===== config.mk =====
export PLATFORM = sky130hd
export DESIGN_NAME = la_iocut_seq
export DESIGN_NICKNAME = d
export VERILOG_FILES = /design/src/rtl/la_iocut_seq.sv
export SDC_FILE = /design/constraint.sdc
export NUM_CORES = 1
export LEC_CHECK = 0
export CORE_UTILIZATION = 48
export CTS_CLUSTER_SIZE = 40
export DETAILED_ROUTE_END_ITERATION = 7
export PLACE_DENSITY = 0.77
export SLEW_MARGIN = 20
export SYNTH_ARGS = -nofsm -noshare
export SYNTH_HDL_FRONTEND = slang
export SYNTH_SLANG_ARGS = --single-unit

===== constraint.sdc =====
create_clock -name clk -period 1.72 [get_ports clk]
set_clock_uncertainty 0.1 [all_clocks]
set_input_delay 0.344 -clock clk [delete_from_list [all_inputs] [get_ports clk]]
set_output_delay 0.344 -clock clk [all_outputs]
set_load 0.05 [all_outputs]

===== src/rtl/la_iocut_seq.sv =====
// la_iocut_seq -- sequenced, break-before-make controller for the IO-ring cut.
//
// It drives the bridge switches that join the left and right ring segments
// (ioring0[i] <-> ioring1[i]) and the vddio0/vddio1 supply bridge. Each
// reconfiguration runs in this order:
//   1. open every channel that must open (break),
//   2. wait a programmable dead time,
//   3. close the channels the new target wants closed (make).
// Channels that are closed in both the old and the new state are never opened.
//
// Optional feature, enabled by defining LA_IOCUT_SWACK_EN:
//   - adds input sw_ack (switch status feedback, 1 = closed);
//   - BREAK waits until every opened channel reports open;
//   - a VERIFY state waits until sw_ack matches sw_en;
//   - both waits time out after 2^DEADW-1 cycles. A timeout sets the sticky
//     err flag and cuts every bridge, then the sequence ends normally.
//   Without the macro, err is tied to 0.
//
// Parameters:
//   PROP, SIDE   cell type and ring side of the physical cut (no behavioural effect)
//   RINGW        number of ioring channels bridged
//   DEADW        width of the dead-time counter
//
// Ports:
//   clk, reset            clock; synchronous active-high reset
//   req_valid/req_ready   request handshake (ready only in IDLE, never during reset)
//   req_mask, req_pwr     target channel bridges / target vddio bridge
//   dead_cycles           dead time in cycles, sampled at accept
//   sw_ack                switch feedback (LA_IOCUT_SWACK_EN only)
//   sw_en, pwr_en         bridge switch enables
//   busy                  high in BREAK/DEAD/MAKE (and VERIFY)
//   done                  one-cycle completion pulse
//   err                   sticky switch-feedback error
module la_iocut_seq #(
    parameter string PROP  = "DEFAULT",
    parameter string SIDE  = "NO",
    parameter int    RINGW = 8,
    parameter int    DEADW = 8
) (
    input  logic             clk,
    input  logic             reset,
    input  logic             req_valid,
    output logic             req_ready,
    input  logic [RINGW-1:0] req_mask,
    input  logic             req_pwr,
    input  logic [DEADW-1:0] dead_cycles,
`ifdef LA_IOCUT_SWACK_EN
    input  logic [RINGW-1:0] sw_ack,
`endif
    output logic [RINGW-1:0] sw_en,
    output logic             pwr_en,
    output logic             busy,
    output logic             done,
    output logic             err
);

    // PROP and SIDE only describe the physical cut cell. They have no
    // behavioural effect here, so this block is intentionally empty.
    if (PROP == "" || SIDE == "") begin : g_unnamed_cut
    end

    typedef enum logic [2:0] {
        st_idle,
        st_break,
        st_dead,
        st_make,
`ifdef LA_IOCUT_SWACK_EN
        st_verify,
`endif
        st_done
    } state_t;

    state_t           state, state_n;
    logic [RINGW-1:0] sw_n, tgt, tgt_n;
    logic             pwr_n, tpwr, tpwr_n;
    // cnt holds the dead time from accept onward. DEAD is only entered with
    // cnt >= 1 and leaves at cnt == 1, so the counter never underflows.
    logic [DEADW-1:0] cnt, cnt_n;

`ifdef LA_IOCUT_SWACK_EN
    // The last count value before a timeout. Counting 0..tmo_last spans
    // 2^DEADW-1 waiting cycles.
    localparam logic [DEADW-1:0] tmo_last = {{(DEADW-1){1'b1}}, 1'b0};

    logic [DEADW-1:0] tcnt, tcnt_n;
    logic             err_q, err_n;
    logic             brk_pending;

    // A channel being opened still reports closed.
    assign brk_pending = |(sw_ack & ~tgt);
    assign err         = err_q;
`else
    assign err = 1'b0;
`endif

    assign req_ready = (state == st_idle) && !reset;
    assign done      = (state == st_done);
    assign busy      = (state != st_idle) && (state != st_done);

    always_comb begin
        state_n = state;
        sw_n    = sw_en;
        pwr_n   = pwr_en;
        tgt_n   = tgt;
        tpwr_n  = tpwr;
        cnt_n   = cnt;
`ifdef LA_IOCUT_SWACK_EN
        tcnt_n  = tcnt;
        err_n   = err_q;
`endif
        case (state)
            st_idle: begin
                if (req_valid) begin
                    tgt_n  = req_mask;
                    tpwr_n = req_pwr;
                    cnt_n  = dead_cycles;
`ifdef LA_IOCUT_SWACK_EN
                    tcnt_n = '0;
`endif
                    // A request for the current state skips the sequence
                    // but still reports completion.
                    if (req_mask == sw_en && req_pwr == pwr_en)
                        state_n = st_done;
                    else
                        state_n = st_break;
                end
            end
            st_break: begin
                // Only clear bits; nothing closes here.
                sw_n  = sw_en & tgt;
                pwr_n = pwr_en & tpwr;
`ifdef LA_IOCUT_SWACK_EN
                if (brk_pending) begin
                    if (tcnt == tmo_last) begin
                        err_n   = 1'b1;
                        sw_n    = '0;
                        pwr_n   = 1'b0;
                        state_n = st_done;
                    end else begin
                        tcnt_n  = tcnt + 1'b1;
                    end
                end else begin
                    state_n = (cnt == '0) ? st_make : st_dead;
                end
`else
                state_n = (cnt == '0) ? st_make : st_dead;
`endif
            end
            st_dead: begin
                cnt_n = cnt - 1'b1;
                if (cnt == {{(DEADW-1){1'b0}}, 1'b1})
                    state_n = st_make;
            end
            st_make: begin
                sw_n  = tgt;
                pwr_n = tpwr;
`ifdef LA_IOCUT_SWACK_EN
                tcnt_n  = '0;
                state_n = st_verify;
`else
                state_n = st_done;
`endif
            end
`ifdef LA_IOCUT_SWACK_EN
            st_verify: begin
                if (sw_ack == sw_en) begin
                    state_n = st_done;
                end else if (tcnt == tmo_last) begin
                    err_n   = 1'b1;
                    sw_n    = '0;
                    pwr_n   = 1'b0;
                    state_n = st_done;
                end else begin
                    tcnt_n  = tcnt + 1'b1;
                end
            end
`endif
            st_done: state_n = st_idle;
            default: state_n = st_idle;
        endcase
    end

    always_ff @(posedge clk) begin
        if (reset) begin
            state  <= st_idle;
            sw_en  <= '0;
            pwr_en <= 1'b0;
            tgt    <= '0;
            tpwr   <= 1'b0;
            cnt    <= '0;
`ifdef LA_IOCUT_SWACK_EN
            tcnt   <= '0;
            err_q  <= 1'b0;
`endif
        end else begin
            state  <= state_n;
            sw_en  <= sw_n;
            pwr_en <= pwr_n;
            tgt    <= tgt_n;
            tpwr   <= tpwr_n;
            cnt    <= cnt_n;
`ifdef LA_IOCUT_SWACK_EN
            tcnt   <= tcnt_n;
            err_q  <= err_n;
`endif
        end
    end

endmodule

# Yosys cells after proc, flatten, opt, wreduce, memory -nomap -nowiden
# Cells that the tools add are included.
totals:
  inputBits: 20
  register_bits: 29
  wordCells: 40
  output_inout_bits: 13
op_classes:
  reduce_logical: 12
  bitwise: 2
  eq_ne: 10
  add_sub_neg: 1
  mux: 9
ops:
  columns: ["cell", "count"]
  rows:
  - ["8-bit case mux with 2 select lines", 2]
  - ["3-bit case mux with 4 select lines", 1]
  - ["3-bit two-way mux", 3]
  - ["8-bit bitwise AND", 1]
  - ["8-bit by 1-bit equality test with 1-bit output (second input constant)", 1]
  - ["8-bit equality test", 1]
  - ["8-bit zero test", 1]
  - ["8-bit two-way mux", 1]
  - ["8-bit by 1-bit subtractor with 8-bit output (second input constant)", 1]
  - ["3-bit by 2-bit equality test with 1-bit output (second input constant)", 2]
  - ["2-bit AND reduction", 3]
  - ["2-bit inequality test (second input constant)", 2]
  - ["2-bit nonzero test", 2]
  - ["3-bit by 1-bit equality test with 1-bit output (second input constant)", 1]
  - ["3-bit equality test (second input constant)", 1]
  - ["1-bit logical AND", 3]
  - ["3-bit zero test", 1]
  - ["3-bit inequality test (second input constant)", 1]
  - ["3-bit nonzero test", 1]
  - ["1-bit case mux with 2 select lines", 1]
  - ["1-bit bitwise AND", 1]
  - ["1-bit equality test", 1]
  - ["1-bit zero test", 1]
  - ["1-bit two-way mux", 1]

# Depth between registers and ports, before layout
# Gate-level depths: netlist of run 1.
depth:
  ltp_word: 5
  mapped_depth: 6
  mapped_depth_nobuf: 5

# Least setup slack after synthesis of run 1
# OpenSTA, ideal clock, no wires.
synth_path:
  path_kind: "register -> output"
  from: "register state[0]"
  to: "output req_ready"
  required_time_ns: 1.276
  stages_incl_launch_ff: 5
  arrival_ns: 1.972
  n_path_buf: 1
  slack_ns: -0.696
  path_cell_list: "dfxtp_1 > buf_6 > nor2_1 > inv_1 > nor3_1"
synth_via:
  elab_chain_len: 2
synth_lines:
  columns: ["item", "line", "source"]
  rows:
  - ["start: declaration", "73", "state_t state, state_n;"]
  - ["start signal: assignment", "185", "state <= st_idle;"]
  - ["start signal: assignment", "196", "state <= state_n;"]
  - ["3-bit zero test", "96", "assign req_ready = (state == st_idle) && !reset;"]
  - ["1-bit logical AND", "96", null]
  - ["end: declaration", "43", "output logic req_ready,"]
# Every way passes these cells.

# Final worst setup path of run 1
layout_path:
  from: "register state[0]"
  to: "register cnt[6]"
layout_via:
  elab_chain_len: 3
  word_cells_on_any_way: 6
  cone_classes: "eq/ne: 2; mux: 1; reduce/logical: 3"
layout_lines:
  columns: ["item", "line", "source"]
  rows:
  - ["3-bit by 2-bit equality test with 1-bit output / 3-bit zero test (equally long branches)", "111", "case (state)"]
  - ["2-bit nonzero test (no source line) / 2-bit inequality test (equally long branches)", null, null]
  - ["2-bit AND reduction (no source line)", null, null]
  - ["end signal: assignment", "201", "cnt <= cnt_n;"]
  - ["end: declaration", "78", "logic [DEADW-1:0] cnt, cnt_n;"]
# Several ways; a longest one is shown, not always the timed one.
# A chain may end at the register's enable or synchronous reset.

==> run summary, run 1 <==
Final min period: 1.72 ns
Standard-cell row count: 19
Post-route antenna net violation count: 0
Crit path launch: state[0]
Setup Viol. Count Final: 1
Hold Startpoint: tgt[7]
Initial DRC Count: 49
Failing checks: setup timing
Library cells used by synthesis: 43
Cell area after layout: 2030 sq um
Hold_buf cts: 0
Synth top area cells: dfxtp_1, nor2_1, a21oi_1, nand2_1, xor2_1
HPWL Detailed: 2.57 mm
Mean Syn Cell Area: 8.23 sq um
Top cells by count, synth: dfxtp_1, nor2_1, nand2_1, a21oi_1, nor3_1
Die area: 3120 sq um
Num CTS Buffers: 5
Cells after Synth: 169
Main synth FF type: dfxtp_1
Final Power: 3230 uW
Clock slew at reported path FFs: 0.10 ns
Synthesized flop and latch total: 29
Core area: 2760 sq um
Yosys warns: 0
Final Cycle Share: 100%
HP Class: flop to flop
Crit-path max FO: 5
Max stage delay on crit path: 0.42 ns
Die Y: 55.8 um
Nets: 234
Setup CP Type: flop to flop
CTS root buf: clkbuf_4
Layout cells sized above 1: 24.4%
CP startpoint kind: flop
Share of the yosys chip area belonging to registers: 41.7%
Crit. End Element: flop
CTS tree: yes
Routed length per instance: 15.7 um
Asr flop ratio synth: 0%
RSZ-0062 raised after global routing: true
CTS Buffer Depth: 2
Status: complete, but fails checks
Reg2Reg Launch Point: state[0]
Hold Violations, Final: 0
Antenna Cells: 0
Worst EP arrival: 1.86 ns
IR drop worst, VDD: 1.30 mV
Number of I/O port buffers: 31
Starting Density: 50.5%
Final wirelength: 3.82 mm
Final worst slack: -0.0000802 ns
FMAX: 0.581 GHz
CTS H-tree lvls: 2
Largest net degree at the start of global routing: 20
Final GP Congestion: 0.840
Lkg Pwr: 0.000804 uW
Vias in the first global route: 1,383
Ports: 33
Most common cell in the netlist: dfxtp_1
Syn nets: 191
Initial antenna violation count: 0
Mapped cell area: 1390 sq um
First-pass GRT wire length: 6.29 mm
Post-synth EDFFs: 0
Routed vias: 1,387
Grt ovf: 0
Synthesis-to-finish area growth: 46.0%
Critical path cell sequence: buf_4 -> or3b_4 -> nor3b_4 -> a211oi_1 -> a311oi_1
Largest area contributor in the netlist: dfxtp_1
Max-Cap Viols: 0
Drt via density: 5.68
Die width: 55.8 um
First drt pass iteration count: 4
P per Cell Area: 1590 nW/um^2
Placed Area: 1890 sq um
Slew Viols, Final: 0
Total Routing Usage GR: 25.7%
Slowest-stage cell, CP: or3b_4
Worst path required time: 1.86 ns
Synth top area share: 41.7%
Clock Latency Late Sink: 0.33 ns
Drc violations: 0
Flop2flop setup slack: -0.00008 ns
Util after Layout: 73.6%
CTS Sinks: 29
==> per-stage QoR <==
stage	hold slack [ns]	setup TNS, ns	worst slack (ns)	instances
after floorplan	0.337	0	0.0384	169
after global placement	0.343	-0.287	-0.167	231
after detailed placement	0.350	-0.529	-0.219	231
after CTS	0.365	0	0.00864	243
after global routing	0.386	-0.250	-0.0700	244
final	0.365	-0.0000802	-0.0000802	244
==> flip-flops by register name (all words and copies together) (netlist names) <==
signal / cells
tpwr: 1
state: 3
sw_en: 8
cnt: 8
tgt: 8
pwr_en: 1
==> area by class of cell <==
class	instances	area, sq um
multi-input combinational	126	786
fill	203	727
sequential	29	587
timing repair buffer	46	551
clock buffer	6	41.3
tap	31	38.8
inverter	4	17.5
clock inverter	2	10.0
==> kinds of logic (layout without fill, tap and decap cells) <==
logic type / after synthesis / in the layout / synth area share, %
other: 1 / 1 / 0.270
muxes: 1 / 1 / 0.809
xor gates and xnor gates: 10 / 10 / 6.30
and+or+nand+nor: 79 / 79 / 28.6
buffers and inverters: 14 / 58 / 5.30
adders and majority gates: 2 / 2 / 1.80
DFF: 29 / 29 / 41.7
AOI/OAI and AO/OA: 33 / 33 / 15.2
==> power by group <==
group / leakage [uW] / switching, uW / internal (uW)
Clock: 0.0000320 / 245 / 155
Combinational: 0.000534 / 965 / 845
Sequential: 0.000239 / 180 / 841
Total: 0.000804 / 1390 / 1840
==> cell usage in the layout, fill, tap and decap left out, drive strengths merged, types with 3 or more instances in the layout <==
master,count
a21oi,17
nand2,22
clkdlybuf4s50,19
clkbuf,6
nor3,13
nand3b,3
nor2,28
dfxtp,29
buf,27
inv,4
xor2,9
==> layer usage <==
metal,vias to the layer above,track usage [%],share of wire (%)
met3,8,5.81,6.3
met5,-,0,0
met2,56,45.1,51
li1,662,-,-
met4,0,9.41,1.9
met1,661,30.6,41
==> worst max-delay path, delay by kind of cell, from the launching register on <==
kind	cells	cell delay, ns
AND/OR/NAND/NOR	2	0.68
buffers and inverters	1	0.15
AO/OA/AOI/OAI	2	0.32
flip-flops	1	0.38
==> timing repair <==
action,in CTS,in global routing
resized for setup,5,12
setup endpoints to repair,2,10
setup buffers,4,1
pin swaps,2,4
==> final timing paths <==
check | to | depth (start not counted)
hold reg to reg | tgt[7] | 2
setup reg to reg | cnt[6] | 5
setup / recovery | cnt[6] | 5
hold / removal | tgt[7] | 2
Note: power is estimated with default switching activity, not from simulation.
==> inputs of run 2 (changes only) <==
- CORE_MARGIN: unset -> 4
==> run 2 against run 1 <==
  * The flow now finishes without violations
  * First-iteration DRC count up 24%
  * Cell area up 0.62%
  * Utilization up 0.45 points
  * Global-route usage down 3.7 points
  * Largest cell class unchanged
==> run summary, run 2 (synthesis gave the netlist of run 1 again) <==
Status: finished, final reports clean
CTS tree: yes
Largest net degree at the start of global routing: 20 (unchanged)
Nets: 237 (+1.3%)
Hold Violations, Final: 0 (unchanged)
Die Y: 61.8 um (+11%)
Starting Density: 50.5% (unchanged)
Setup CP Type: flop to output port
Drt via density: 5.62 (-1.1%)
Final Cycle Share: 98.2% (-1.8 points)
Setup Viol. Count Final: 0 (-1)
Max-Cap Viols: 0 (unchanged)
Util after Layout: 74.1% (+0.45 points)
Reg area: 592 sq um (+0.85%)
Crit. End Element: output port
Crit-path max FO: 7 (+2)
Num CTS Buffers: 5 (unchanged)
Comb pwr share: 56.5% (+0.5 points)
CP startpoint kind: flop
HPWL Detailed: 2.70 mm (+5.0%)
Final min period: 1.69 ns (-0.0316 ns)
Standard-cell row count: 19 (unchanged)
Worst EP arrival: 1.24 ns (-0.62 ns)
NetSw: 1320 uW (-5.1%)
P_int: 1860 uW (+0.88%)
Clock Latency Late Sink: 0.33 ns (about the same)
Layout cells sized above 1: 23.8% (-0.58 points)
Die area: 3820 sq um (+23%)
Initial antenna violation count: 0 (unchanged)
Number of I/O port buffers: 31 (unchanged)
Initial DRC Count: 61 (+24%)
Hold_buf cts: 0 (unchanged)
Lkg Pwr: 0.000816 uW (+1.4%)
CTS root buf: clkbuf_4
Core area: 2760 sq um (unchanged)
FMAX: 0.592 GHz (+1.9%)
Most frequent cells in the layout: nor2_1, dfxtp_1, nand2_1
Ports: 33 (unchanged)
First drt pass iteration count: 4 (unchanged)
Grt ovf: 0 (unchanged)
P per Cell Area: 1560 nW/um^2 (-2.3%)
Vias in the first global route: 1,369 (-1.0%)
CTS H-tree lvls: 2 (unchanged)
Drc violations: 0 (unchanged)
Post-route antenna net violation count: 0 (unchanged)
Final GP Congestion: 0.801 (-4.7%)
Final wirelength: 3.70 mm (-3.0%)
Worst path required time: 1.28 ns (-0.58 ns)
Switch share: 41.5% (-1.5 points)
Hold Slack: 0.365 ns (+0.000652 ns)
Slew Viols, Final: 0 (unchanged)
CTS Sinks: 29 (unchanged)
Area of the multi-input gates: 763 sq um (-2.9%)
CTS Buffer Depth: 2 (unchanged)
HP Class: flop to flop
Total Routing Usage GR: 21.9% (-3.7 points)
IR drop worst, VDD: 1.15 mV (-12%)
Sequential Power Share: 32.1% (+0.5 points)
Die width: 61.8 um (+11%)
Largest registers: cnt: 8 flops, sw_en: 8 flops, tgt: 8 flops
Routed length per instance: 15.1 um (-3.4%)
Synthesis-to-finish area growth: 46.9%
FILL cells: 203 (unchanged)
First-pass GRT wire length: 6.07 mm (-3.6%)
Routed vias: 1,378 (-0.65%)
Clock Power Share: 11.4% (-1.0 points)
Antenna Cells: 0 (unchanged)
Clock slew at reported path FFs: 0.09 ns (about the same)
RSZ-0062 raised after global routing: true
## run 2: area by class of cell
class                   instances  share of cell area [%]
clock buffers                   5                    1.84
repair buffers                 49                    28.8
well taps                      31                    1.90
flip-flops and latches         29                    29.0
inverters                       4                   0.857
clock inverters                 1                   0.245
multi-input cells             126                    37.4
## run 2: repair_timing
| item | CTS | global route |
|---|---|---|
| gates resized for setup | 5 | 9 |
| pin swaps | 1 | 6 |
| buffers inserted | 3 | 2 |
| cloned | 0 | 0 |
| setup endpoints to repair | 3 | 6 |
## run 2: metal layers
layer	vias to the layer above	GRT usage, %	part of all wire (%)
met1	652	25.4	42
met5	-	0	0
met2	43	36.8	50
met3	12	7.23	5.8
met4	0	9.70	2.9
li1	671	-	-
## run 2: metrics by stage
step / instances / cell area, sq um / total power, uW / worst slack (ns) / TNS, ns
after global routing: 245 / 2040 / 3380 / -0.0700 / -0.130
after floorplan: 169 / 1410 / 2000 / 0.0384 / 0
after global placement: 234 / 1930 / 2550 / -0.153 / -1.15
final: 245 / 2040 / 3180 / 0.0315 / 0
after detailed placement: 234 / 1930 / 2630 / -0.157 / -1.62
after CTS: 243 / 2000 / 3080 / -0.0272 / -0.0272
## run 2: path summary, 6_finish.rpt
kind	start	endpoint	slack [ns]	cells after the start
worst max-delay path	state[1]	done	0.03	4
worst max register to register	state[0]	cnt[4]	0.06	6
worst min register to register	tgt[1]	tgt[1]	0.37	2
worst min-delay path	tgt[1]	tgt[1]	0.37	2
## run 2: power groups by stage
| stage | logic, uW | registers, uW | clock network [uW] |
|---|---|---|---|
| finish | 1790 | 1020 | 362 |
| global route | 1930 | 1040 | 402 |
| CTS | 1700 | 1010 | 370 |
| detailed placement | 1590 | 1040 | 0 |
| global placement | 1540 | 1020 | 0 |
| floorplan | 968 | 1030 | 0 |
## run 2: critical path, stage by stage, from the launching register on
cell and delay, ns:
dfxtp_4 0.38, nor2_4 0.15, buf_6 0.12, and2_4 0.14, buf_12 0.13
==> inputs of run 3 (changes only) <==
- CORE_MARGIN: 4 -> 10
==> run 3 against run 2 <==
  * Worst setup slack got worse by 0.0082 ns
  * Combinational power decreased by 9%
  * Cell count decreased by 2.0%
  * Via count decreased by 3.6%
  * Worst hold slack got worse by 0.0050 ns
  * Clock power increased by 7.2%
  * Highest routed layer unchanged
  * Largest cell class unchanged
  * Cell area decreased by 3.3%
  * Critical endpoint is now req_ready
  * Global-route usage decreased by 7.5 points
  * Maximum frequency decreased by 0.48%
  * Wire length increased by 1.6%
==> run summary, run 3 (synthesis gave the netlist of run 1 again) <==
Status: finished, final reports clean
CTS H-tree lvls: 2 (unchanged)
Util after Layout: 71.6% (-2.5 points)
Final GP Congestion: 0.839 (+4.7%)
Setup Viol. Count Final: 0 (unchanged)
Num CTS Buffers: 5 (unchanged)
Drc violations: 0 (unchanged)
Clock Latency Late Sink: 0.33 ns (about the same)
CTS Buffer Depth: 2 (unchanged)
First drt pass iteration count: 4 (unchanged)
Standard-cell row count: 19 (unchanged)
FMAX: 0.589 GHz (-0.48%)
Routed vias: 1,329 (-3.6%)
Ports: 33 (unchanged)
Initial DRC Count: 95 (+56%)
Routed length per instance: 15.7 um (+3.8%)
FILL cells: 205 (+0.99%)
Crit-path max FO: 8 (+1)
Starting Density: 50.5% (unchanged)
Die Y: 73.8 um (+19%)
Final min period: 1.70 ns (+0.00817 ns)
Worst Hold End: tgt[6]
IR drop worst, VDD: 0.993 mV (-14%)
Setup CP Type: flop to output port
CTS Sinks: 29 (unchanged)
Total Routing Usage GR: 14.4% (-7.5 points)
Largest net degree at the start of global routing: 18 (-10%)
Vias in the first global route: 1,383 (+1.0%)
Final Cycle Share: 98.6% (+0.48 points)
Reg2Reg Launch Point: cnt[4]
Synthesis-to-finish area growth: 42.0%
Clock slew at reported path FFs: 0.09 ns (about the same)
Hold Violations, Final: 0 (unchanged)
Worst Reg2Reg Path Length in Cells: 4 (-2)
CTS root buf: clkbuf_4
Most frequent cells in the layout: nor2_1, dfxtp_1, nand2_1
Initial antenna violation count: 0 (unchanged)
CP startpoint kind: flop
Number of I/O port buffers: 31 (unchanged)
Slew Viols, Final: 0 (unchanged)
First-pass GRT wire length: 6.21 mm (+2.4%)
Final wirelength: 3.76 mm (+1.6%)
Die width: 73.8 um (+19%)
RSZ-0062 raised after global routing: true
Nets: 230 (-3.0%)
Lkg Pwr: 0.000781 uW (-4.3%)
Worst EP arrival: 1.25 ns (about the same)
R2R Path End: state[0]
Drt via density: 5.54 (-1.5%)
Grt ovf: 0 (unchanged)
Worst path required time: 1.28 ns (about the same)
Worst Hold Path Cells: 2 (unchanged)
CTS tree: yes
Hold Startpoint: tgt[6]
Flop2flop setup slack: 0.07 ns (about the same)
Crit. End Element: output port
Antenna Cells: 0 (unchanged)
HPWL Detailed: 2.89 mm (+7.0%)
HP Class: flop to flop
P per Cell Area: 1540 nW/um^2 (-0.99%)
Largest registers: cnt: 8 flops, sw_en: 8 flops, tgt: 8 flops
Final Power: 3040 uW (-4.3%)
Die area: 5450 sq um (+43%)
Post-route antenna net violation count: 0 (unchanged)
Core area: 2760 sq um (unchanged)
Layout cells sized above 1: 20.6% (-3.3 points)
Max-Cap Viols: 0 (unchanged)
run 3: area by class of cell:
class	instances	area, sq um	area share (%)
timing repair buffer	42	526	26.6
clock buffer	6	41.3	2.09
sequential	29	587	29.7
inverter	4	17.5	0.887
clock inverter	2	10.0	0.507
multi-input combinational	126	756	38.3
tap	31	38.8	1.96
run 3: timing repair:
action	CTS	global route
endpoints found under the setup margin	2	2
buffers inserted	0	0
pin swaps	2	0
hold buffers	0	0
resized for setup	4	2
run 3: worst max-delay path by stage:
stage | from | to | cells after the start
final | state[0] | req_ready | 4
after global routing | state[0] | req_ready | 4
after CTS | state[0] | req_ready | 4
after detailed placement | req_mask[7] | state[0] | 5
after global placement | req_mask[7] | state[0] | 5
after floorplan | state[0] | req_ready | 4
run 3: where the power goes:
group          total [uW]  internal [uW]  switching, uW  leakage (uW)
combinational        1630            753            872      0.000510
clock                 388            155            233     0.0000320
sequential           1030            842            187      0.000239
run 3: routing by layer:
layer,track usage (%),part of all wire [%]
met1,15.6,41
met4,6.63,1.1
met2,24.3,51
met3,5.25,7.1
met5,0,0
run 3: per-stage QoR:
step / TNS, ns / worst slack (ns) / hold slack [ns] / instance area [sq um] / cells
CTS: 0 / 0.0119 / 0.360 / 1970 / 240
finish: 0 / 0.0234 / 0.360 / 1980 / 240
floorplan: 0 / 0.0384 / 0.337 / 1410 / 169
global route: -0.0814 / -0.0681 / 0.394 / 1980 / 240
global placement: -0.439 / -0.159 / 0.342 / 1910 / 232
detailed placement: -1.03 / -0.199 / 0.347 / 1910 / 232
run 3: worst max-delay path, stage by stage, from the launching register on:
cell and delay (ns):
dfxtp_4 0.39, nor2_4 0.16, inv_4 0.07, nor3_4 0.15
buf_12 0.16
